[src/rtl/elevator_scheduler.sv]
// Collective-control (SCAN) scheduler for a 4-floor car: latches hall/car calls,
// times floor-to-floor travel and door dwell, and drives floor/direction/door/lamp outputs.
module elevator_scheduler #(
  parameter int MOVE_CYC = 4,
  parameter int DOOR_CYC = 3
) (
  input  logic       clk,
  input  logic       reset,
  input  logic [3:0] u,
  input  logic [3:0] d,
  input  logic [3:0] i,
  output logic [2:0] F,
  output logic [1:0] dir,
  output logic       door,
  output logic [3:0] lamp_u,
  output logic [3:0] lamp_d,
  output logic [3:0] lamp_i
);

  localparam int MW = (MOVE_CYC > 1) ? $clog2(MOVE_CYC) : 1;
  localparam int DW = (DOOR_CYC > 1) ? $clog2(DOOR_CYC) : 1;

  localparam logic [MW-1:0] MOVE_LAST = MW'(MOVE_CYC - 1);
  localparam logic [DW-1:0] DOOR_LAST = DW'(DOOR_CYC - 1);

  localparam logic [1:0] DIR_IDLE = 2'b00;
  localparam logic [1:0] DIR_UP   = 2'b01;
  localparam logic [1:0] DIR_DN   = 2'b10;

  typedef enum logic [1:0] {
    S_IDLE = 2'd0,
    S_MOVE = 2'd1,
    S_DOOR = 2'd2
  } state_t;

  state_t          state_q, state_d;
  logic [2:0]      floor_q, floor_d;
  logic [1:0]      dir_q, dir_d;
  logic [MW-1:0]   mtimer_q, mtimer_d;
  logic [DW-1:0]   dtimer_q, dtimer_d;
  logic [3:0]      lamp_u_q, lamp_u_d;
  logic [3:0]      lamp_d_q, lamp_d_d;
  logic [3:0]      lamp_i_q, lamp_i_d;

  // Pending view: latched lamps merged with this cycle's inputs.
  logic [3:0] pu, pd, pi, pall;
  logic [3:0] clr_u, clr_d, clr_i;
  logic [1:0] f_idx, n_idx;
  logic [3:0] f_oh, n_oh;
  logic       here, above, below;
  logic       n_above, n_below, stop;
  logic       reopen, ahead, behind, opp_here;

  function automatic logic calls_above(input logic [3:0] m, input logic [1:0] idx);
    logic r;
    r = 1'b0;
    for (int k = 0; k < 4; k++) begin
      if (k > int'(idx) && m[k]) r = 1'b1;
    end
    return r;
  endfunction

  function automatic logic calls_below(input logic [3:0] m, input logic [1:0] idx);
    logic r;
    r = 1'b0;
    for (int k = 0; k < 4; k++) begin
      if (k < int'(idx) && m[k]) r = 1'b1;
    end
    return r;
  endfunction

  always_comb begin
    // NOTE: every variable gets a default before any branch, so no path can infer a latch.
    state_d  = state_q;
    floor_d  = floor_q;
    dir_d    = dir_q;
    mtimer_d = mtimer_q;
    dtimer_d = dtimer_q;
    clr_u    = '0;
    clr_d    = '0;
    clr_i    = '0;
    stop     = 1'b0;
    reopen   = 1'b0;
    ahead    = 1'b0;
    behind   = 1'b0;
    opp_here = 1'b0;

    pu    = lamp_u_q | u;
    pd    = lamp_d_q | d;
    pi    = lamp_i_q | i;
    pall  = pu | pd | pi;
    f_idx = 2'(floor_q - 3'd1);
    f_oh  = 4'b0001 << f_idx;
    here  = pall[f_idx];
    above = calls_above(pall, f_idx);
    below = calls_below(pall, f_idx);

    n_idx   = (dir_q == DIR_UP) ? f_idx + 2'd1 : f_idx - 2'd1;
    n_oh    = 4'b0001 << n_idx;
    n_above = calls_above(pall, n_idx);
    n_below = calls_below(pall, n_idx);

    unique case (state_q)
      S_IDLE: begin
        if (here) begin
          state_d  = S_DOOR;
          dtimer_d = '0;
          clr_u    = f_oh;
          clr_d    = f_oh;
          clr_i    = f_oh;
        end else if (above) begin
          state_d  = S_MOVE;
          dir_d    = DIR_UP;
          mtimer_d = '0;
        end else if (below) begin
          state_d  = S_MOVE;
          dir_d    = DIR_DN;
          mtimer_d = '0;
        end
      end

      S_MOVE: begin
        if (mtimer_q == MOVE_LAST) begin
          mtimer_d = '0;
          floor_d  = (dir_q == DIR_UP) ? floor_q + 3'd1 : floor_q - 3'd1;
          // Stop test is evaluated at the floor being entered on this edge.
          if (dir_q == DIR_UP) begin
            stop = pi[n_idx] | pu[n_idx] | (pd[n_idx] & ~n_above);
            if (stop) begin
              clr_i = n_oh;
              clr_u = n_oh;
              if (!n_above) clr_d = n_oh;
            end
          end else begin
            stop = pi[n_idx] | pd[n_idx] | (pu[n_idx] & ~n_below);
            if (stop) begin
              clr_i = n_oh;
              clr_d = n_oh;
              if (!n_below) clr_u = n_oh;
            end
          end
          if (stop) begin
            state_d  = S_DOOR;
            dtimer_d = '0;
          end
        end else begin
          mtimer_d = mtimer_q + MW'(1);
        end
      end

      S_DOOR: begin
        unique case (dir_q)
          DIR_UP:  reopen = pi[f_idx] | pu[f_idx];
          DIR_DN:  reopen = pi[f_idx] | pd[f_idx];
          default: reopen = here;
        endcase
        unique case (dir_q)
          DIR_UP: begin
            ahead    = above;
            behind   = below;
            opp_here = pd[f_idx];
          end
          DIR_DN: begin
            ahead    = below;
            behind   = above;
            opp_here = pu[f_idx];
          end
          default: ;
        endcase

        if (reopen) begin
          dtimer_d = '0;
          clr_i    = f_oh;
          if (dir_q != DIR_DN) clr_u = f_oh;
          if (dir_q != DIR_UP) clr_d = f_oh;
        end else if (dtimer_q == DOOR_LAST) begin
          mtimer_d = '0;
          if (dir_q == DIR_IDLE) begin
            if (above) begin
              state_d = S_MOVE;
              dir_d   = DIR_UP;
            end else if (below) begin
              state_d = S_MOVE;
              dir_d   = DIR_DN;
            end else begin
              state_d = S_IDLE;
            end
          end else if (ahead) begin
            state_d = S_MOVE;
          end else if (behind) begin
            dir_d = (dir_q == DIR_UP) ? DIR_DN : DIR_UP;
            // A waiting hall call here in the new direction is served before leaving.
            if (opp_here) begin
              dtimer_d = '0;
              if (dir_q == DIR_UP) clr_d = f_oh;
              else                 clr_u = f_oh;
            end else begin
              state_d = S_MOVE;
            end
          end else begin
            state_d = S_IDLE;
            dir_d   = DIR_IDLE;
          end
        end else begin
          dtimer_d = dtimer_q + DW'(1);
        end
      end

      default: begin
        state_d = S_IDLE;
        dir_d   = DIR_IDLE;
      end
    endcase

    // Clearing wins over a same-cycle set of the same bit.
    lamp_u_d = pu & ~clr_u;
    lamp_d_d = pd & ~clr_d;
    lamp_i_d = pi & ~clr_i;
  end

  // NOTE: state registers use non-blocking assignments so every flop samples pre-edge values.
  always_ff @(posedge clk) begin
    if (reset) begin
      state_q  <= S_IDLE;
      floor_q  <= 3'd1;
      dir_q    <= DIR_IDLE;
      mtimer_q <= '0;
      dtimer_q <= '0;
      lamp_u_q <= '0;
      lamp_d_q <= '0;
      lamp_i_q <= '0;
    end else begin
      state_q  <= state_d;
      floor_q  <= floor_d;
      dir_q    <= dir_d;
      mtimer_q <= mtimer_d;
      dtimer_q <= dtimer_d;
      lamp_u_q <= lamp_u_d;
      lamp_d_q <= lamp_d_d;
      lamp_i_q <= lamp_i_d;
    end
  end

  assign F      = floor_q;
  assign dir    = dir_q;
  assign door   = (state_q == S_DOOR);
  assign lamp_u = lamp_u_q;
  assign lamp_d = lamp_d_q;
  assign lamp_i = lamp_i_q;

endmodule

[config.mk]
export PLATFORM = sky130hd
export DESIGN_NAME = elevator_scheduler
export DESIGN_NICKNAME = d
export VERILOG_FILES = /design/src/rtl/elevator_scheduler.sv
export SDC_FILE = /design/constraint.sdc
export NUM_CORES = 1
export LEC_CHECK = 0
export BUFFER_PORTS_ARGS = -buffer_cell sky130_fd_sc_hd__buf_4
export CAP_MARGIN = 20
export CELL_PAD_IN_SITES_DETAIL_PLACEMENT = 1
export CELL_PAD_IN_SITES_GLOBAL_PLACEMENT = 2
export CORE_MARGIN = 8
export CORE_UTILIZATION = 36
export CTS_CLUSTER_DIAMETER = 120
export DETAILED_ROUTE_END_ITERATION = 16
export PLACE_DENSITY = 0.89
export SYNTH_ARGS = -nofsm -noshare
export SYNTH_HDL_FRONTEND = slang
export SYNTH_SLANG_ARGS = --single-unit
[constraint.sdc]
create_clock -name clk -period 6 [get_ports clk]
set_input_delay 1.2 -clock clk [delete_from_list [all_inputs] [get_ports clk]]
set_output_delay 1.2 -clock clk [all_outputs]
set_load 0.01 [all_outputs]
Word-level counts from Yosys, hierarchy flattened:

Index checks and enable logic that the tools add are counted.

* register bits: 23
* bits of input ports: 14
* logic and storage cells: 207

* add/subtract/negate cells: 6
* magnitude comparators: 14
* equality and inequality tests: 22
* shift operators: 2
* multiplexer cells: 113
* bitwise operators: 22
* reduce and logical (&&, ||, !) cells: 20

Operator list (count)
* 4-bit 2-to-1 mux: 30
* 2-bit 2-to-1 mux: 36
* 4-bit case mux with 3 select lines: 3
* 1-bit 2-to-1 mux: 28
* 2-bit case mux with 3 select lines: 4
* 4-bit OR: 5
* 4-bit by 3-bit inequality test with 1-bit output (second input constant): 4
* 1-bit binary-select mux with 2-bit select: 7
* 4-bit bitwise AND: 3
* 1-bit logical AND: 12
* 4-bit inverter: 3
* 2-bit inequality test (second input constant): 5
* 5-bit AND reduction: 2
* 2-bit equality test (second input constant): 4
* 2-bit greater-than comparator (first input constant): 4
* 1-bit by 2-bit less-than comparator with 1-bit output (first input constant): 4
* 1-bit case mux with 2 select lines: 4
* 8-bit AND reduction: 1
* 1-bit by 2-bit left shift with 4-bit output (first input constant): 2
* 2-bit by 1-bit adder with 2-bit output (second input constant): 3
* 2-bit by 3-bit less-than comparator with 1-bit output (second input constant): 2
* 2-bit by 1-bit inequality test with 1-bit output (second input constant): 3
* 1-bit OR: 6
* 6-bit AND reduction: 1
* other kinds (16): 23

Depth between registers and ports, before layout:

Gate-level depths: netlist of run 1.

* depth in word-level cells: 17
* mapped depth: 11
* gate-level depth less buffers: 9

Least setup slack after synthesis of run 1:

Ideal clock, no wire load.

* path type: reg-to-reg
* start: register floor_q[0], in the netlist F[0]
* end: register lamp_u_q[1], in the netlist lamp_u[1]
* library setup time: 0.142 ns
* arrival time: 3.072 ns
* required time: 5.858 ns
* slack: 2.786 ns
* cell stages (with the launch flop): 12
* clock period less this slack: 3.214 ns
* cells stage by stage: dfxtp_1 -> inv_1 -> clkbuf_1 -> ha_1 -> nor3_1 -> or2_1 -> buf_6 -> mux4_2 -> a311oi_4 -> o211ai_4 -> a2111oi_2 -> a2111oi_0

* longest elaborated chain between the ends: 17
* elaborated cells on any way between the ends: 91

Ends and longest elaborated chain
* start: declaration: RTL line 37 `logic [2:0] floor_q, floor_d;`
* start signal: assignment: RTL line 234 `floor_q <= floor_d;`
* 3-bit by 1-bit subtractor with 3-bit output *
* 2-bit by 1-bit subtractor with 2-bit output or 2-bit by 1-bit adder with 2-bit output (tied branches): RTL line 98 `n_idx = (dir_q == DIR_UP) ? f_idx + 2'd1 : f_idx - 2'd1;`
* 2-bit 2-to-1 mux: RTL line 98
* 1-bit by 2-bit less-than comparator with 1-bit output or 1-bit by 2-bit greater-than comparator with 1-bit output (tied branches): RTL line 67, 58
* 1-bit logical AND (on tied branches): RTL line 67, 58
* 1-bit 2-to-1 mux (on tied branches) (3 in a row): RTL line 67, 58
* 1-bit inverter (on tied branches): RTL line 135, 128
* 1-bit bitwise AND (on tied branches): RTL line 135, 128
* 1-bit OR (on tied branches): RTL line 135, 128
* 4-bit 2-to-1 mux (on tied branches): RTL line 136, 129
* 4-bit 2-to-1 mux: RTL line 127 `if (dir_q == DIR_UP) begin`
* 4-bit 2-to-1 mux: RTL line 123 `if (mtimer_q == MOVE_LAST) begin`
* 4-bit case mux with 3 select lines *: RTL line 103 `unique case (state_q)`
* 4-bit inverter *: RTL line 216 `lamp_u_d = pu & ~clr_u;`
* 4-bit bitwise AND *: RTL line 216
* end signal: assignment: RTL line 238 `lamp_u_q <= lamp_u_d;`
* end: declaration: RTL line 41 `logic [3:0] lamp_u_q, lamp_u_d;`

Mark *: on every way between the ends. The rest lies on a longest branch, timed or not. The select of a mux whose other input is x is not followed.
A chain may end at the register's enable or synchronous reset.

Worst setup path in the final report of run 1:

Ends and elaborated chain as after synthesis.

==> results.md, run 1 <==
* Largest net degree at the start of global routing at 22
* RSZ-0062 raised after global routing: no
* Total Nets Final at 272
* R2R Setup Slk at 1.63 ns
* Chip height at 88.7 microns
* H-tree levels at 1
* Final setup violating endpoints at 0
* Die width at 88.7 microns
* Vias in the first global route at 1,992
* Post-CTS Setup Bufs at 0
* Clock sink total at 23
* Rel. slew slack at 43.3%
* Final wirelength at 6510 microns
* Reg2reg start: F[0]
* Max FO, Critical Path at 21
* Via count at 1,940
* Dominant synthesized flop cell: dfxtp_1
* Leak at 0.834 nW
* Post-route ant nets at 0
* Max Freq at 229 MHz
* Initial Util at 37.2%
* Clock Path Buffers at 2
* Synth cell types at 62
* Worst Hold Class: reg2reg
* Final Hold Vio Count at 0
* Post-detail-place hpwl at 5060 microns
* Final worst path period share at 72.8%
* Share of cells above drive strength 1 at 23.2%
* Core Area at 5110 sq um
* Wire length per cell at 20.6 microns
* CTS tree: yes
* I/O pin total at 32
* Setup CP Type: reg2reg
* Drt pass-1 iters at 4
* Gr ovfl total at 0
* Number of diodes at 0
* Crit path required time at 6.13 ns
* Met3 WL post-DR at 217 microns
* Inserted Clock Buffers at 3
* Hold worst-path end: F[2]
* Pwr Density at 174 nW/um^2
* Cell area after synthesis at 1900 sq um
* Clock skew at 0.0109 ns
* Average cell area after synthesis at 8.68 sq um
* Run status: finished, final reports clean
* Worst VDD drop at 80.5 uV
* Drt via density at 6.14
* CTS root buffer: clkbuf_8
* Fill cell count at 650
* Hold depth at 2
* Final Max Slew Viols at 0
* Cts repair resizes at 0
* Clk_lat worst skew at 0.28 ns
* Period minus WS final at 4.37 ns
* Post-synth EDFFs at 0
* GRT Util Overall at 17.6%
* CP Launch Type: register
* Gpl congestion at 0.879
* Highest routed layer: met4
* Hold-fix buffers, CTS at 0
* YS warnings at 0
* Syn_nets at 244
* M1 wire length at 3010 microns
* Worst reg2reg endpoint: lamp_u[1]
* Slew @ Worst Pin at 0.849 ns
* Pwr Total at 0.388 mW
* Synthesis-to-finish area growth at 17.2%
* Mapped Cells at 219
* Setup TNS at 0 ns
* Met2 wire length at 3170 microns
* PortBufs at 31
* Post-synth ARST share at 0%
* Clock Pin Slew Worst Setup and Hold Paths at 0.10 ns
* Synthesized flop and latch total at 23
* Crit end category: register
* Hold Startpoint: F[2]
* Die area at 7870 sq um
* Rows at 26
* Max Cap Viol at 0
* R2R depth at 9
* DRC Markers at 0
* First-pass GRT wire length at 10,600 microns
* Critical path data arrival time at 4.50 ns
* Sequential fraction of the synthesis area at 24.2%
* Initial antenna violation count at 0
* Initial DRC Count at 69
==> critical path, stage by stage, from the launching register on <==
cell and delay, ns:
dfxtp_1 0.89, inv_1 0.47, ha_1 0.43, nor3_1 0.40, or2_1 0.41, mux4_2 0.62
a311oi_4 0.29, o211ai_4 0.20, a2111oi_2 0.36, a2111oi_0 0.13
==> Yosys cell counts (6+ instances only) <==
cell,instances,area share [%]
o21ai_0,12,3.2
inv_1,7,1.4
nand2_1,14,2.8
nor3_1,10,2.6
clkbuf_1,6,1.2
a21oi_1,10,2.6
ha_1,11,7.2
dfxtp_1,23,24
a221oi_1,6,2.8
nor2_1,25,4.9
a2111oi_0,7,3.2
==> power by group <==
| part | switching [mW] | internal (mW) |
|---|---|---|
| combinational | 0.0653 | 0.0462 |
| sequential | 0.00997 | 0.160 |
| clock | 0.0593 | 0.0467 |
| total | 0.135 | 0.253 |
==> metal layers <==
metal	GRT usage (%)	up-vias
met5	0	-
met4	6.61	0
met3	2.23	11
met2	29.8	50
met1	22.0	960
li1	-	919
==> kinds of logic (layout without fill, tap and decap cells) <==
logic type | after synthesis | count (layout) | synth area share (%)
compound gates | 69 | 69 | 29.7
xor+xnor | 2 | 2 | 0.921
fa+ha+maj | 11 | 11 | 7.24
buf+inv | 16 | 43 | 3.62
flops | 23 | 23 | 24.2
mux | 8 | 8 | 7.57
simple gates | 90 | 90 | 26.8
==> cells in the final DEF, fill, tap and decap left out, types with 3 or more instances in the layout <==
cell        n
a2111oi_0   7
a211o_1     3
a21boi_0    3
a21oi_1    10
a221oi_1    6
buf_4      31
clkbuf_8    3
dfxtp_1    23
ha_1       11
inv_1       7
mux4_2      5
nand2_1    14
nand2b_1    3
nand3_1     4
nor2_1     25
nor3_1     10
nor3b_1     5
nor4_1      5
o21ai_0    12
or2_2       5
or3_1       4
==> final cells by class <==
cell class,count,area (sq um),share of cell area [%]
inverters,8,30.0,1.35
clock buffers,3,41.3,1.85
clock inverters,1,5.00,0.224
repair buffers,31,233,10.4
multi-input cells,180,1370,61.6
well taps,70,87.6,3.93
flip-flops and latches,23,460,20.7
==> flip-flops by register name (all words and copies together) (netlist names) <==
name / cells
F: 3
dir: 2
dtimer_q: 2
lamp_d: 4
lamp_i: 4
lamp_u: 4
mtimer_q: 2
state_q: 2
==> worst max path at each step <==
| stage | start | end | slack (ns) | depth (start not counted) |
|---|---|---|---|---|
| floorplan | F[0] | lamp_u[1] | 2.79 | 11 |
| global placement | F[0] | lamp_u[0] | 1.83 | 9 |
| detailed placement | F[0] | lamp_u[0] | 1.69 | 9 |
| CTS | F[0] | lamp_u[0] | 1.67 | 9 |
| global route | F[0] | lamp_u[0] | 1.36 | 9 |
| finish | F[0] | lamp_u[1] | 1.63 | 9 |
==> metrics by stage <==
stage               setup WS [ns]  instances  utilization [%]  hold slack [ns]  cell area, sq um
floorplan                    2.79        219                -            0.473              1900
global placement             1.83        312             42.7            0.474              2180
detailed placement           1.69        312             42.7            0.495              2180
CTS                          1.67        316             43.7            0.508              2230
global route                 1.36        316             43.7            0.551              2230
finish                       1.63        316             43.7            0.505              2230
(Power assumes the default switching activity.)
==> inputs of run 2 (changes only) <==
--- a/config.mk
+++ b/config.mk
@@ -10,10 +10,10 @@
 export CELL_PAD_IN_SITES_DETAIL_PLACEMENT = 1
 export CELL_PAD_IN_SITES_GLOBAL_PLACEMENT = 2
 export CORE_MARGIN = 8
-export CORE_UTILIZATION = 36
+export CORE_UTILIZATION = 30
 export CTS_CLUSTER_DIAMETER = 120
 export DETAILED_ROUTE_END_ITERATION = 16
-export PLACE_DENSITY = 0.89
+export PLACE_DENSITY = 0.8
 export SYNTH_ARGS = -nofsm -noshare
 export SYNTH_HDL_FRONTEND = slang
 export SYNTH_SLANG_ARGS = --single-unit
==> constraint.sdc (replaced) <==
create_clock -name clk -period 3.65 [get_ports clk]
set_input_delay 0.73 -clock clk [delete_from_list [all_inputs] [get_ports clk]]
set_output_delay 0.73 -clock clk [all_outputs]
set_load 0.01 [all_outputs]
==> run 2 against run 1 <==
Compared with the run above:
- via count rose by 0.36%
- combinational power rose by 73%
- largest cell class unchanged
- utilization fell by 6.8 points
- highest routed layer unchanged
- clock power rose by 61%
- sequential share of layout area fell by 0.61 points
- cell area rose by 3.0%
- count of clock-buffer cells in the layout rose by 1
- first-iteration DRC count rose by 19%
- sequential cell count did not move
- critical endpoint is now lamp_i[0]
- clock skew fell by 0.0013 ns
==> results.md, run 2 (synthesis results as in run 1) <==
* GRT Util Overall at 15.4% (-2.2 points)
* Reg area at 460 sq um (unchanged)
* Post-CTS Setup Bufs at 0 (unchanged)
* Number of diodes at 0 (unchanged)
* Final Hold Vio Count at 0 (unchanged)
* Pwr Total at 0.643 mW (+66%)
* Drt pass-1 iters at 4 (unchanged)
* DRC Markers at 0 (unchanged)
* Chip height at 95.6 microns (+7.8%)
* Drt via density at 5.88 (-4.2%)
* Setup CP Type: reg2reg
* CP Launch Type: register
* Clk_lat worst skew at 0.28 ns (about the same)
* RSZ-0062 raised after global routing: no
* Setup TNS at 0 ns (unchanged)
* Vias in the first global route at 2,149 (+7.9%)
* PortBufs at 31 (unchanged)
* Final setup violating endpoints at 0 (unchanged)
* Rel. slew slack at 51.1% (+7.8 points)
* Fill cell count at 756 (+16%)
* Slew @ Worst Pin at 0.733 ns (-0.115 ns)
* Total Nets Final at 280 (+2.9%)
* I/O pin total at 32 (unchanged)
* Worst VDD drop at 133 uV (+65%)
* Pwr Density at 280 nW/um^2 (+61%)
* First-pass GRT wire length at 11,100 microns (+4.2%)
* Final wirelength at 6710 microns (+3.0%)
* Post-detail-place hpwl at 5330 microns (+5.2%)
* Crit path required time at 3.79 ns (-2.34 ns)
* Rows at 29 (+12%)
* Largest net degree at the start of global routing at 21 (-4.5%)
* Core Area at 6240 sq um (+22%)
* Via count at 1,947 (+0.36%)
* Hold-fix buffers, CTS at 0 (unchanged)
* CTS tree: yes
* Critical path data arrival time at 3.43 ns (-1.07 ns)
* Final Max Slew Viols at 0 (unchanged)
* Die area at 9140 sq um (+16%)
* Multi-input gate area at 1370 sq um (unchanged)
* Max FO, Critical Path at 10 (-52%)
* Commonest cells after routing, fill and taps aside: buf_4 (39), nor2_1 (25), dfxtp_1 (23)
* Cell Chain, Critical Path: inv_1, ha_1, nor3_1, or2_1, buf_4, mux4_2, o2111ai_1, o211ai_4, nor3_1, a2111oi_0
* Inserted Clock Buffers at 3 (unchanged)
* Leak at 0.868 nW (+4.1%)
* Max Freq at 304 MHz (+33%)
* Clock Pin Slew Worst Setup and Hold Paths at 0.10 ns (about the same)
* Period minus WS final at 3.29 ns (-1.08 ns)
* Crit end category: register
* Wire length per cell at 20.3 microns (-1.7%)
* Cts repair resizes at 0 (unchanged)
* Post-route ant nets at 0 (unchanged)
* Die width at 95.6 microns (+7.8%)
* Worst Hold Class: reg2reg
* Largest stage delay on the critical path at 0.53 ns (-0.36 ns)
* Most used cell, CP: nor3_1
* Initial antenna violation count at 0 (unchanged)
* Initial DRC Count at 82 (+19%)
* CTS root buffer: clkbuf_8
* Initial Util at 30.5% (-6.8 points)
* Max Cap Viol at 0 (unchanged)
* H-tree levels at 1 (unchanged)
* Synthesis-to-finish area growth at 20.8%
* Worst path slowest cell: mux4_2
* Run status: finished, final reports clean
* Final worst path period share at 90.2% (+17 points)
* Gr ovfl total at 0 (unchanged)
* Clock Path Buffers at 2 (unchanged)
* Clock sink total at 23 (unchanged)
* Gpl congestion at 0.920 (+4.7%)
* Share of cells above drive strength 1 at 25.2% (+2.0 points)
* Clock skew at 0.00960 ns (-0.00126 ns)
* Commonest non-fill, non-tap cell in the layout: buf_4
## run 2: cell types whose count changed in the layout (fill, tap and decap cells not counted)
cell / previous run / this run
clkbuf_1: 0 / 1
buf_4: 31 / 39
clkinv_2: 1 / 0
## run 2: area by class of cell
type	instances	area share, %
Multi-Input combinational cell	180	59.7
Inverter	8	1.31
Sequential cell	23	20.0
Tap cell	77	4.19
Clock buffer	4	1.96
Timing Repair Buffer	39	12.7
## run 2: through the flow
stage	std cells	hold slack (ns)	utilization, %	setup slack (ns)	instance area (sq um)
2_1_floorplan	219	0.473	-	0.436	1900
3_3_place_gp	327	0.475	36.1	0.371	2250
3_5_place_dp	327	0.479	36.1	0.354	2250
4_1_cts	331	0.492	36.8	0.404	2300
5_1_grt	331	0.517	36.8	0.145	2300
6_report	331	0.493	36.8	0.359	2300
## run 2: final timing paths
check	from	to	slack [ns]	depth (start not counted)
min reg2reg	F[2]	F[2]	0.49	2
max reg2reg	F[1]	lamp_i[0]	0.36	10
min	F[2]	F[2]	0.49	2
max	F[1]	lamp_i[0]	0.36	10
## run 2: where the power goes
group          switching (mW)  internal (mW)  total (mW)
registers              0.0160          0.263       0.279
logic                   0.109         0.0829       0.192
clock network          0.0931         0.0783       0.171
## run 2: worst max-delay path: cells and delay by family, from the launching register on
family | cells | cell delay (ns)
compound gates | 3 | 0.59
fa+ha+maj | 1 | 0.30
buf+inv | 2 | 0.32
flops | 1 | 0.44
mux | 1 | 0.53
simple gates | 3 | 0.98
## run 2: routing by layer
layer  vias up  part of all wire [%]  global-route usage, %
met5         -                     0                      0
met4         0                   2.0                   4.99
met3        12                   4.1                   2.99
met2        41                    49                   26.4
met1       965                    45                   18.8
li1        929                     -                      -
==> inputs of run 3 (changes only) <==
--- a/config.mk
+++ b/config.mk
@@ -10,10 +10,11 @@
 export CELL_PAD_IN_SITES_DETAIL_PLACEMENT = 1
 export CELL_PAD_IN_SITES_GLOBAL_PLACEMENT = 2
 export CORE_MARGIN = 8
-export CORE_UTILIZATION = 30
+export CORE_UTILIZATION = 34
 export CTS_CLUSTER_DIAMETER = 120
 export DETAILED_ROUTE_END_ITERATION = 16
-export PLACE_DENSITY = 0.8
+export GPL_TIMING_DRIVEN = 0
+export PLACE_DENSITY = 0.85
 export SYNTH_ARGS = -nofsm -noshare
 export SYNTH_HDL_FRONTEND = slang
 export SYNTH_SLANG_ARGS = --single-unit
==> constraint.sdc (replaced) <==
create_clock -name clk -period 3.54 [get_ports clk]
set_input_delay 0.708 -clock clk [delete_from_list [all_inputs] [get_ports clk]]
set_output_delay 0.708 -clock clk [all_outputs]
set_load 0.01 [all_outputs]
==> run 3 against run 2 <==
Compared with the run above:
- fmax down 2.7%
- non-clock buffer count up 3
- worst setup slack lost 0.20 ns
- first-iteration DRC count increased by 60%
- via count grew 0.31%
- clock power barely moved
- critical endpoint is now lamp_u[0]
- largest power group unchanged
==> results.md, run 3 (synthesis results as in run 1) <==
* Run status: finished, final reports clean
* Pwr Total at 0.665 mW (+3.4%)
* Largest stage delay on the critical path at 0.57 ns (+0.04 ns)
* CP Launch Type: register
* Share of cells above drive strength 1 at 28.8% (+3.6 points)
* Core Area at 5440 sq um (-13%)
* Pwr Density at 280 nW/um^2 (-0.10%)
* Fill cell count at 648 (-14%)
* Initial DRC Count at 131 (+60%)
* Gpl congestion at 0.963 (+4.6%)
* Reg2reg start: F[0]
* Max Freq at 296 MHz (-2.7%)
* Clk_lat worst skew at 0.27 ns (about the same)
* DRC Markers at 0 (unchanged)
* Drt pass-1 iters at 4 (unchanged)
* Via count at 1,953 (+0.31%)
* Vias in the first global route at 2,068 (-3.8%)
* Setup CP Type: reg2reg
* Total Nets Final at 283 (+1.1%)
* Gr ovfl total at 0 (unchanged)
* Inserted Clock Buffers at 3 (unchanged)
* Final Max Slew Viols at 0 (unchanged)
* Rows at 27 (-6.9%)
* R2R Setup Slk at 0.16 ns (-0.20 ns)
* Hold-fix buffers, CTS at 0 (unchanged)
* Hold worst-path end: F[2]
* Hold depth at 2 (unchanged)
* Post-route ant nets at 0 (unchanged)
* Crit end category: register
* PortBufs at 31 (unchanged)
* Placed inst area at 2220 sq um (-1.2%)
* Clock Pin Slew Worst Setup and Hold Paths at 0.09 ns (about the same)
* Die width at 90.8 microns (-5.1%)
* Critical path data arrival time at 3.52 ns (+0.09 ns)
* Multi-input gate area at 1450 sq um (+5.7%)
* Final wirelength at 6590 microns (-1.8%)
* Commonest non-fill, non-tap cell in the layout: buf_4
* Synthesis-to-finish area growth at 25.0%
* Max Cap Viol at 0 (unchanged)
* I/O pin total at 32 (unchanged)
* Rel. slew slack at 59.7% (+8.6 points)
* Wire length per cell at 20.0 microns (-1.2%)
* Largest net degree at the start of global routing at 13 (-38%)
* Worst reg2reg endpoint: lamp_u[0]
* Slew @ Worst Pin at 0.602 ns (-0.132 ns)
* Die area at 8240 sq um (-9.8%)
* CTS root buffer: clkbuf_8
* Switching Power at 0.225 mW (+3.0%)
* Final worst path period share at 95.6% (+5.4 points)
* Sequential cell fraction of total power at 42.7% (-0.7 points)
* Clock sink total at 23 (unchanged)
* Hold Startpoint: F[2]
* Switch share at 33.9% (-0.13 points)
* Critical path startpoint: F[0]
* First-pass GRT wire length at 11,000 microns (-0.62%)
* Worst path slowest cell: mux4_2
* GRT Util Overall at 16.2% (+0.78 points)
* CTS tree: yes
* Period minus WS final at 3.38 ns (+0.0928 ns)
* Number of diodes at 0 (unchanged)
* Clock share of power at 25.9% (-0.7 points)
* Initial antenna violation count at 0 (unchanged)
* Leak at 0.900 nW (+3.6%)
* Post-detail-place hpwl at 5200 microns (-2.3%)
* Clock Path Buffers at 2 (unchanged)
* Final Cell Area at 2380 sq um (+3.5%)
* Commonest cells after routing, fill and taps aside: buf_4 (34), nor2_1 (25), dfxtp_1 (22)
* Setup TNS at 0 ns (unchanged)
* H-tree levels at 1 (unchanged)
* Crit path required time at 3.67 ns (-0.12 ns)
* Cell Chain, Critical Path: inv_1, buf_2, ha_2, clkbuf_4, mux4_2, and4b_1, a21oi_2, o41ai_4, a2111oi_1
* Final Hold Vio Count at 0 (unchanged)
* Max FO, Critical Path at 12 (+2)
* Reg area at 464 sq um (+0.82%)
* Final setup violating endpoints at 0 (unchanged)
* Chip height at 90.8 microns (-5.1%)
* R2R depth at 9 (-1)
* Internal power at 0.440 mW (+3.6%)
* Combinational Power Share at 31.5% (+1.6 points)
* Drt via density at 5.94 (+0.92%)
* Worst VDD drop at 133 uV (+0.46%)
* Worst Hold Class: reg2reg
* Initial Util at 35.0% (+4.5 points)
* Clock skew at 0.00316 ns (-0.00644 ns)
## run 3: layout make-up
| class | count | area share [%] |
|---|---|---|
| multi-input combinational | 180 | 61.0 |
| sequential | 23 | 19.5 |
| timing repair buffer | 34 | 10.7 |
| tap | 72 | 3.79 |
| clock buffer | 4 | 1.89 |
| buffer | 8 | 1.79 |
| inverter | 8 | 1.26 |
## run 3: timing repair
item	in CTS	in global routing
setup endpoints to repair	20	13
pin swaps	0	3
resized for setup	10	12
setup buffers	0	3
## run 3: stage by stage
| stage | cells | hold slack [ns] | worst slack, ns | util (%) |
|---|---|---|---|---|
| 5_1_grt | 329 | 0.540 | -0.0133 | 43.7 |
| 3_5_place_dp | 322 | 0.481 | -0.663 | 40.9 |
| 4_1_cts | 326 | 0.494 | 0.0148 | 42.3 |
| 6_report | 329 | 0.488 | 0.156 | 43.7 |
| 2_1_floorplan | 219 | 0.473 | 0.326 | - |
| 3_3_place_gp | 322 | 0.471 | -0.543 | 40.9 |
## run 3: critical path, delay by kind of cell, from the launching register on
| family | cells | cell delay, ns |
|---|---|---|
| adders and majority gates | 1 | 0.43 |
| AOI/OAI and AO/OA | 3 | 0.99 |
| and+or+nand+nor | 1 | 0.22 |
| muxes | 1 | 0.57 |
| DFF | 1 | 0.45 |
| buffers and inverters | 3 | 0.56 |
## run 3: worst max-delay path by stage
stage                 to  slack [ns]
3_5_place_dp   lamp_u[0]       -0.66
2_1_floorplan  lamp_u[1]        0.33
5_1_grt        lamp_d[3]       -0.01
6_report       lamp_u[0]        0.16
3_3_place_gp   lamp_d[3]       -0.54
4_1_cts        lamp_d[3]        0.01
## run 3: power by group through the flow
stage	sequential, mW	clock, mW	combinational, mW
floorplan	0.293	0	0.118
global placement	0.290	0	0.195
detailed placement	0.291	0	0.197
CTS	0.284	0.180	0.201
global route	0.287	0.191	0.228
finish	0.284	0.172	0.209
## run 3: layer usage
metal  track usage [%]  wire, microns  part of all wire [%]  vias to the layer above
li1                  -              -                     -                      936
met1              20.7           3000                    45                      972
met2              27.6           3300                    50                       38
met3              2.41            225                   3.4                        7
met4              4.09             65                  0.99                        0
met5                 0              0                     0                        -
